==> src/rtl/load_store_queue.sv <==
// load_store_queue: parametrised in-order load/store queue between dispatch,
// CDB, RoB and the memory controller. One outstanding memory request, issued
// from the head only. Stores are committed per entry so a flush keeps the
// committed prefix draining to memory while squashing everything younger.
// Optional build macro: LSB_IO_SAFE_EN (IO loads wait until they are the RoB head).
module load_store_queue #(
  parameter int unsigned LSB_WIDTH  = 3,
  parameter int unsigned RoB_WIDTH  = 8,
  parameter logic [1:0]  IO_BASE_HI = 2'b11
) (
  input  logic                 Sys_clk,
  input  logic                 Sys_rst,
  input  logic                 Sys_rdy,
  input  logic                 DPLSB_en,
  input  logic [6:0]           DPLSB_opcode,
  input  logic [RoB_WIDTH:0]   DPLSB_Qj,
  input  logic [RoB_WIDTH:0]   DPLSB_Qk,
  input  logic [31:0]          DPLSB_Vj,
  input  logic [31:0]          DPLSB_Vk,
  input  logic [31:0]          DPLSB_imm,
  input  logic [RoB_WIDTH-1:0] DPLSB_RoB_index,
  output logic                 LSBDP_full,
  input  logic                 CDBLSB_en,
  input  logic [RoB_WIDTH-1:0] CDBLSB_RoB_index,
  input  logic [31:0]          CDBLSB_value,
  input  logic                 RoBLSB_commit_en,
  input  logic [RoB_WIDTH-1:0] RoBLSB_commit_index,
  input  logic [RoB_WIDTH-1:0] RoBLSB_head_index,
  input  logic                 RoBLSB_flush,
  output logic                 LSBMC_en,
  output logic                 LSBMC_wr,
  output logic [2:0]           LSBMC_data_width,
  output logic [31:0]          LSBMC_addr,
  output logic [31:0]          LSBMC_data,
  input  logic                 MCLSB_done,
  input  logic [31:0]          MCLSB_data,
  output logic                 LSBCDB_en,
  output logic [RoB_WIDTH-1:0] LSBCDB_RoB_index,
  output logic [31:0]          LSBCDB_value,
  output logic                 LSBRoB_store_en,
  output logic [RoB_WIDTH-1:0] LSBRoB_store_index
);
  localparam int unsigned DEPTH = 1 << LSB_WIDTH;
  localparam int unsigned CNT_W = LSB_WIDTH + 1;
  localparam int unsigned TAG_W = RoB_WIDTH + 1;
  localparam logic [TAG_W-1:0] NON_DEP = {1'b1, {RoB_WIDTH{1'b0}}};

  localparam logic [6:0] OP_LB  = 7'd11;
  localparam logic [6:0] OP_LH  = 7'd12;
  localparam logic [6:0] OP_LW  = 7'd13;
  localparam logic [6:0] OP_LBU = 7'd14;
  localparam logic [6:0] OP_LHU = 7'd15;
  localparam logic [6:0] OP_SB  = 7'd16;
  localparam logic [6:0] OP_SH  = 7'd17;
  localparam logic [6:0] OP_SW  = 7'd18;

  function automatic logic f_is_store(input logic [6:0] op);
    return (op == OP_SB) || (op == OP_SH) || (op == OP_SW);
  endfunction

  function automatic logic [2:0] f_width(input logic [6:0] op);
    case (op)
      OP_LB, OP_LBU, OP_SB: return 3'd1;
      OP_LH, OP_LHU, OP_SH: return 3'd2;
      default:              return 3'd4;
    endcase
  endfunction

  function automatic logic [31:0] f_load_ext(input logic [6:0] op, input logic [31:0] d);
    case (op)
      OP_LB:   return {{24{d[7]}}, d[7:0]};
      OP_LBU:  return {24'd0, d[7:0]};
      OP_LH:   return {{16{d[15]}}, d[15:0]};
      OP_LHU:  return {16'd0, d[15:0]};
      default: return d;
    endcase
  endfunction

  function automatic logic [31:0] f_store_data(input logic [6:0] op, input logic [31:0] v);
    case (op)
      OP_SB:   return {24'd0, v[7:0]};
      OP_SH:   return {16'd0, v[15:0]};
      default: return v;
    endcase
  endfunction

  // Queue storage
  logic [DEPTH-1:0]     r_busy, r_committed, r_killed;
  logic [6:0]           r_op  [DEPTH];
  logic [TAG_W-1:0]     r_qj  [DEPTH];
  logic [TAG_W-1:0]     r_qk  [DEPTH];
  logic [31:0]          r_vj  [DEPTH];
  logic [31:0]          r_vk  [DEPTH];
  logic [31:0]          r_imm [DEPTH];
  logic [RoB_WIDTH-1:0] r_rob [DEPTH];
  logic [LSB_WIDTH-1:0] r_front, r_rear;
  logic [CNT_W-1:0]     r_count;
  logic                 r_inflight;

  logic [DEPTH-1:0]     w_commit_hit, w_commit_eff, w_drop;
  logic [CNT_W-1:0]     w_prefix, w_keep;
  logic                 w_run;
  logic [LSB_WIDTH-1:0] w_idx, w_off;
  logic [31:0]          w_addr;
  logic                 w_head_load, w_head_ready, w_io_ok, w_issue, w_done, w_push;
  logic [TAG_W-1:0]     w_dp_qj, w_dp_qk;
  logic [31:0]          w_dp_vj, w_dp_vk;

  assign LSBDP_full   = (r_count == CNT_W'(DEPTH));
  assign w_addr       = r_vj[r_front] + r_imm[r_front];
  assign w_head_load  = !f_is_store(r_op[r_front]);
  assign w_head_ready = r_busy[r_front] && r_qj[r_front][TAG_W-1] && r_qk[r_front][TAG_W-1];

`ifdef LSB_IO_SAFE_EN
  assign w_io_ok = (w_addr[17:16] != IO_BASE_HI) || (r_rob[r_front] == RoBLSB_head_index);
`else
  logic w_unused_io;
  assign w_io_ok     = 1'b1;
  assign w_unused_io = ^{RoBLSB_head_index, IO_BASE_HI};
`endif

  assign w_issue = Sys_rdy && !RoBLSB_flush && !r_inflight && (r_count != '0) && w_head_ready &&
                   (w_head_load ? w_io_ok : r_committed[r_front]);
  assign w_done  = Sys_rdy && r_inflight && MCLSB_done;
  assign w_push  = Sys_rdy && DPLSB_en && !LSBDP_full && !RoBLSB_flush;

  // Flush bookkeeping: same-cycle commits count, committed prefix survives
  always_comb begin
    w_commit_hit = '0;
    w_commit_eff = '0;
    w_drop       = '0;
    w_prefix     = '0;
    w_run        = 1'b1;
    w_idx        = '0;
    w_off        = '0;
    for (int i = 0; i < DEPTH; i++) begin
      w_commit_hit[LSB_WIDTH'(i)] = RoBLSB_commit_en && r_busy[LSB_WIDTH'(i)] &&
                                    f_is_store(r_op[LSB_WIDTH'(i)]) &&
                                    (r_rob[LSB_WIDTH'(i)] == RoBLSB_commit_index);
      w_commit_eff[LSB_WIDTH'(i)] = r_committed[LSB_WIDTH'(i)] | w_commit_hit[LSB_WIDTH'(i)];
    end
    for (int k = 0; k < DEPTH; k++) begin
      w_idx = r_front + LSB_WIDTH'(k);
      if (w_run && (CNT_W'(k) < r_count) && w_commit_eff[w_idx]) w_prefix = w_prefix + CNT_W'(1);
      else w_run = 1'b0;
    end
    w_keep = (r_inflight && w_head_load) ? CNT_W'(1) : w_prefix;
    for (int i = 0; i < DEPTH; i++) begin
      w_off = LSB_WIDTH'(i) - r_front;
      w_drop[LSB_WIDTH'(i)] = (CNT_W'(w_off) >= w_keep);
    end
  end

  // Dispatch bypass from this cycle's broadcasts
  always_comb begin
    w_dp_qj = DPLSB_Qj;
    w_dp_vj = DPLSB_Vj;
    w_dp_qk = DPLSB_Qk;
    w_dp_vk = DPLSB_Vk;
    if (CDBLSB_en && DPLSB_Qj == {1'b0, CDBLSB_RoB_index}) begin
      w_dp_qj = NON_DEP; w_dp_vj = CDBLSB_value;
    end else if (LSBCDB_en && DPLSB_Qj == {1'b0, LSBCDB_RoB_index}) begin
      w_dp_qj = NON_DEP; w_dp_vj = LSBCDB_value;
    end
    if (CDBLSB_en && DPLSB_Qk == {1'b0, CDBLSB_RoB_index}) begin
      w_dp_qk = NON_DEP; w_dp_vk = CDBLSB_value;
    end else if (LSBCDB_en && DPLSB_Qk == {1'b0, LSBCDB_RoB_index}) begin
      w_dp_qk = NON_DEP; w_dp_vk = LSBCDB_value;
    end
  end

  // Entry payload: dispatch write and registered operand snooping
  always_ff @(posedge Sys_clk) begin
    if (Sys_rdy) begin
      for (int i = 0; i < DEPTH; i++) begin
        if (r_busy[LSB_WIDTH'(i)]) begin
          if (CDBLSB_en && r_qj[LSB_WIDTH'(i)] == {1'b0, CDBLSB_RoB_index}) begin
            r_qj[LSB_WIDTH'(i)] <= NON_DEP; r_vj[LSB_WIDTH'(i)] <= CDBLSB_value;
          end else if (LSBCDB_en && r_qj[LSB_WIDTH'(i)] == {1'b0, LSBCDB_RoB_index}) begin
            r_qj[LSB_WIDTH'(i)] <= NON_DEP; r_vj[LSB_WIDTH'(i)] <= LSBCDB_value;
          end
          if (CDBLSB_en && r_qk[LSB_WIDTH'(i)] == {1'b0, CDBLSB_RoB_index}) begin
            r_qk[LSB_WIDTH'(i)] <= NON_DEP; r_vk[LSB_WIDTH'(i)] <= CDBLSB_value;
          end else if (LSBCDB_en && r_qk[LSB_WIDTH'(i)] == {1'b0, LSBCDB_RoB_index}) begin
            r_qk[LSB_WIDTH'(i)] <= NON_DEP; r_vk[LSB_WIDTH'(i)] <= LSBCDB_value;
          end
        end
      end
      if (w_push) begin
        r_op[r_rear]  <= DPLSB_opcode;
        r_qj[r_rear]  <= w_dp_qj;
        r_qk[r_rear]  <= w_dp_qk;
        r_vj[r_rear]  <= w_dp_vj;
        r_vk[r_rear]  <= w_dp_vk;
        r_imm[r_rear] <= DPLSB_imm;
        r_rob[r_rear] <= DPLSB_RoB_index;
      end
    end
  end

  // Control: pointers, flags, memory handshake and result pulses
  always_ff @(posedge Sys_clk or posedge Sys_rst) begin
    if (Sys_rst) begin
      r_front <= '0; r_rear <= '0; r_count <= '0; r_inflight <= 1'b0;
      r_busy <= '0; r_committed <= '0; r_killed <= '0;
      LSBMC_en <= 1'b0; LSBMC_wr <= 1'b0; LSBMC_data_width <= '0;
      LSBMC_addr <= '0; LSBMC_data <= '0;
      LSBCDB_en <= 1'b0; LSBCDB_RoB_index <= '0; LSBCDB_value <= '0;
      LSBRoB_store_en <= 1'b0; LSBRoB_store_index <= '0;
    end else if (Sys_rdy) begin
      LSBCDB_en       <= 1'b0;
      LSBRoB_store_en <= 1'b0;
      r_committed     <= r_committed | w_commit_hit;
      if (w_issue) begin
        r_inflight       <= 1'b1;
        LSBMC_en         <= 1'b1;
        LSBMC_wr         <= !w_head_load;
        LSBMC_data_width <= f_width(r_op[r_front]);
        LSBMC_addr       <= w_addr;
        LSBMC_data       <= f_store_data(r_op[r_front], r_vk[r_front]);
      end
      if (w_done) begin
        r_inflight             <= 1'b0;
        LSBMC_en               <= 1'b0;
        r_busy[r_front]        <= 1'b0;
        r_committed[r_front]   <= 1'b0;
        r_killed[r_front]      <= 1'b0;
        r_front                <= r_front + LSB_WIDTH'(1);
        if (w_head_load && !r_killed[r_front] && !RoBLSB_flush) begin
          LSBCDB_en        <= 1'b1;
          LSBCDB_RoB_index <= r_rob[r_front];
          LSBCDB_value     <= f_load_ext(r_op[r_front], MCLSB_data);
        end
        if (!w_head_load) begin
          LSBRoB_store_en    <= 1'b1;
          LSBRoB_store_index <= r_rob[r_front];
        end
      end
      if (w_push) begin
        r_busy[r_rear]      <= 1'b1;
        r_committed[r_rear] <= 1'b0;
        r_killed[r_rear]    <= 1'b0;
        r_rear              <= r_rear + LSB_WIDTH'(1);
      end
      if (w_push && !w_done)      r_count <= r_count + CNT_W'(1);
      else if (!w_push && w_done) r_count <= r_count - CNT_W'(1);
      if (RoBLSB_flush) begin
        for (int i = 0; i < DEPTH; i++) begin
          if (w_drop[LSB_WIDTH'(i)]) begin
            r_busy[LSB_WIDTH'(i)]      <= 1'b0;
            r_committed[LSB_WIDTH'(i)] <= 1'b0;
            r_killed[LSB_WIDTH'(i)]    <= 1'b0;
          end
        end
        if (r_inflight && w_head_load && !w_done) r_killed[r_front] <= 1'b1;
        r_rear  <= r_front + LSB_WIDTH'(w_keep);
        r_count <= w_keep - CNT_W'(w_done);
      end
    end
  end

endmodule
==> config.mk <==
export PLATFORM = sky130hd
export DESIGN_NAME = load_store_queue
export DESIGN_NICKNAME = d
export VERILOG_FILES = /design/src/rtl/load_store_queue.sv
export SDC_FILE = /design/constraint.sdc
export NUM_CORES = 2
export LEC_CHECK = 0
export CORE_MARGIN = 8
export CORE_UTILIZATION = 60
export DETAILED_ROUTE_END_ITERATION = 16
export PLACE_DENSITY = 0.82
export REMOVE_ABC_BUFFERS = 1
export SLEW_MARGIN = 0
export SYNTH_ARGS = -nofsm -noshare
export SYNTH_HDL_FRONTEND = slang
export SYNTH_SLANG_ARGS = --single-unit
==> constraint.sdc <==
create_clock -name Sys_clk -period 27.5 [get_ports Sys_clk]
set_clock_uncertainty 0.2 [all_clocks]
set_input_delay 4.125 -clock Sys_clk [delete_from_list [all_inputs] [get_ports Sys_clk]]
set_output_delay 4.125 -clock Sys_clk [all_outputs]
set_load 0.005 [all_outputs]
==> out/metrics.csv <==
metric;value;unit
status;finished clean;
share of cells above drive strength 1;12.0;%
Area growth syn-to-layout;15.4;%
Core Footprint;89700;µm²
Post-synth EDFFs;968;
Final Cell Area;62400;µm²
chip width;316;µm
port buffer count;336;
Syn. warnings;0;
crit path kind;in2reg;
Via-to-Cell Ratio;6.59;
GR Overflow Total;0;
mapped cell area;54100;µm²
data required time of the worst path;27.85;ns
slew at the pin closest to its max-slew limit;1.22;ns
Post-CTS Setup Bufs;0;
Synth area leaders;edfxtp_1 (54%), mux4_2 (9.3%), dfrtp_1 (7.1%);
largest family of logic cells by synthesized area;multiplexers;
Final min period;11.92;ns
wire length per cell;28.4;µm
Power Total;0.00590;W
max-cap viol count;0;
top cells by count, synth;edfxtp_1 (968), nand2_1 (625), mux2i_1 (358), o21ai_0 (325), mux4_2 (224);
FF-to-FF Start;r_front[1];
CP startpoint;RoBLSB_commit_index[3];
hold path depth;2;
Most common cell on crit path;ha_1;
FP Rows;110;
mux cell area share after synthesis;16.2;%
CP startpoint kind;primary input;
vias in the first global route;36832;
placed cell area;58600;µm²
Routed WL;158;mm
CTS Buf Count;113;
Residual DRC;0;
clock tree sinks;1121;
sequential share of the synthesized area;60.8;%
FF-to-FF path depth;27;
maximum root-to-sink buffer count;3;
worst slew margin relative to its limit;18.6;%
pin count of the biggest net entering global routing;137;
number of DRC markers in iteration 0;5198;
# fillers;5914;
first-pass GRT wire length;232;mm
IR drop worst, VDD;0.0654;mV
insertion delay to the later sink of the worst-skew pair;0.69;ns
leakage;21.4;nW
Pwr Density;94.6;nW/µm²
First-pass DRT Iterations;8;
cell taking the most area after synthesis;edfxtp_1;
dpl ws;15.17;ns
post-synthesis sequential element count;1121;
final setup fails;0;
initial antenna violation count;13;
Hold Buf Count CTS;0;
Hold WC Path Type;reg2reg;
most frequent cell after synthesis;edfxtp_1;
RSZ-0062 raised after global routing;false;
crit end category;flop;
Post-Syn Instances;4057;
Die H;316;µm
Setup TNS;0;ns
HPWL after DPL;91.6;mm
Boundary Pins;345;
Tot GR Track Use;31.1;%
Vias;36725;
Compound-Gate Fraction of Synth Area;6.62;%
Crit path largest cell delay;0.55;ns
Clock transition at path regs;0.06;ns
final cycle utilization of the critical path;43.4;%
Final nets;4570;
Initial Util;60.3;%
CTS tree;yes;
Adder-Cell Fraction of Synth Area;1.44;%
Min-Delay Startpoint;LSBMC_addr[11];
top_reg_cell synth;edfxtp_1;
Root Buffer;clkbuf_16;
die area;100000;µm²
Max FO, Critical Path;7;
post-synth cell types;69;
gpl congestion;0.898;
antenna-violating nets left;0;
Util after Layout;69.6;%
Final WS setup;15.58;ns
crit path max-delay cell type;clkdlybuf4s50_1;
post-cts resize count;0;
max-slew violations;0;
f_max;83.9;MHz
Fin. Hold Viols;0;
CTS H-Tree Depth;3;
Syn Area/Cell;13.3;µm²
CP Data Arrival Time;12.27;ns
fraction of synthesized cell area in xor and xnor cells;3.71;%
Synth async-reset ratio;13.6;%
Synth Area in Simple Gates;8.84;%
Synth top area share;53.7;%
==> state kept, by name, indices dropped and copies added (netlist names), 32 cells and up <==
signal / count
LSBCDB_value: 32
LSBMC_addr: 32
LSBMC_data: 32
r_imm: 256
r_op: 56
r_qj: 40
r_qk: 40
r_rob: 64
r_vj: 256
r_vk: 256
==> per-layer routing <==
metal / GRT usage, % / up-vias / part of all wire, %
met4: 14.5 / 4 / 4.7
met5: 0 / - / 0.013
met3: 7.09 / 425 / 12
met2: 49.5 / 2565 / 47
li1: - / 15636 / -
met1: 40.9 / 18095 / 36
==> through the flow <==
step | hold WS (ns) | std cells
after floorplan | 0.246 | 3765
after global placement | 0.262 | 5345
after detailed placement | 0.268 | 5345
after CTS | 0.281 | 5559
after global routing | 0.296 | 5566
final | 0.278 | 5569
==> area by class of cell <==
type | instances | area (µm²) | share of cell area [%]
Timing Repair Buffer | 404 | 3900 | 6.25
Tap cell | 1176 | 1470 | 2.36
Multi-Input combinational cell | 2591 | 20100 | 32.2
Antenna cell | 10 | 25.0 | 0.0401
Inverter | 53 | 241 | 0.387
Clock inverter | 72 | 783 | 1.25
Sequential cell | 1121 | 32900 | 52.7
Clock buffer | 142 | 3020 | 4.83
==> path summary, 6_finish.rpt <==
check / endpoint / slack, ns
worst min-delay path: LSBMC_addr[11] / 0.28
worst min register to register: LSBMC_addr[11] / 0.28
worst max-delay path: r_killed[1] / 15.58
worst max register to register: r_killed[1] / 18.90
max in group asynchronous: LSBMC_addr[27] / 21.93
min in group asynchronous: LSBMC_addr[6] / 3.79
==> layout by cell type (no fill, tap or decap), types with 10 or more instances in the layout <==
| cell | netlist | routed |
|---|---|---|
| o21ai_0 | 325 | 324 |
| nand2_1 | 625 | 621 |
| xor2_1 | 159 | 159 |
| mux2_2 | 12 | 12 |
| dfrtp_1 | 153 | 150 |
| mux4_2 | 224 | 224 |
| nand4_1 | 19 | 19 |
| clkdlybuf4s50_1 | 0 | 336 |
| nor4_1 | 35 | 34 |
| bufinv_16 | 0 | 15 |
| clkinv_2 | 0 | 20 |
| nand3_1 | 39 | 39 |
| mux2i_1 | 358 | 358 |
| nor3_1 | 26 | 25 |
| inv_1 | 50 | 44 |
| o31ai_1 | 20 | 20 |
| diode_2 | 0 | 10 |
| nand2b_1 | 12 | 12 |
| clkbuf_1 | 205 | 22 |
| and3_1 | 12 | 12 |
| clkbuf_16 | 0 | 114 |
| ha_1 | 59 | 59 |
| a31oi_1 | 27 | 21 |
| nor2_1 | 174 | 169 |
| a21o_1 | 26 | 26 |
| and2_1 | 74 | 74 |
| edfxtp_1 | 968 | 968 |
| a21oi_1 | 133 | 133 |
| buf_4 | 0 | 66 |
| o211ai_1 | 11 | 11 |
| xnor2_1 | 70 | 70 |
| clkinv_1 | 2 | 22 |
==> critical path: cells and delay by family <==
| kind | cells | cell delay [ns] |
|---|---|---|
| AO/OA/AOI/OAI | 11 | 3.14 |
| AND/OR/NAND/NOR | 7 | 1.81 |
| buffers and inverters | 3 | 0.66 |
| multiplexers | 1 | 0.52 |
| XOR/XNOR | 2 | 0.60 |
| adder cells (fa/ha/maj) | 5 | 1.37 |
==> power by group <==
| group | leakage, nW | internal [W] | switching [W] | total, W |
|---|---|---|---|---|
| Clock | 1.84 | 0.000919 | 0.000665 | 0.00158 |
| Combinational | 8.96 | 0.000916 | 0.00114 | 0.00206 |
| Sequential | 10.6 | 0.00203 | 0.000235 | 0.00226 |
| Total | 21.4 | 0.00386 | 0.00204 | 0.00590 |
==> cells by family (layout without fill, tap and decap cells) <==
family | count (synthesis) | after routing
XOR/XNOR | 229 | 229
buffers and inverters | 345 | 671
flip-flops | 1121 | 1121
other | 0 | 10
AO/OA/AOI/OAI | 625 | 625
adder cells (fa/ha/maj) | 61 | 61
AND/OR/NAND/NOR | 1082 | 1082
multiplexers | 594 | 594
(Power assumes the default switching activity.)
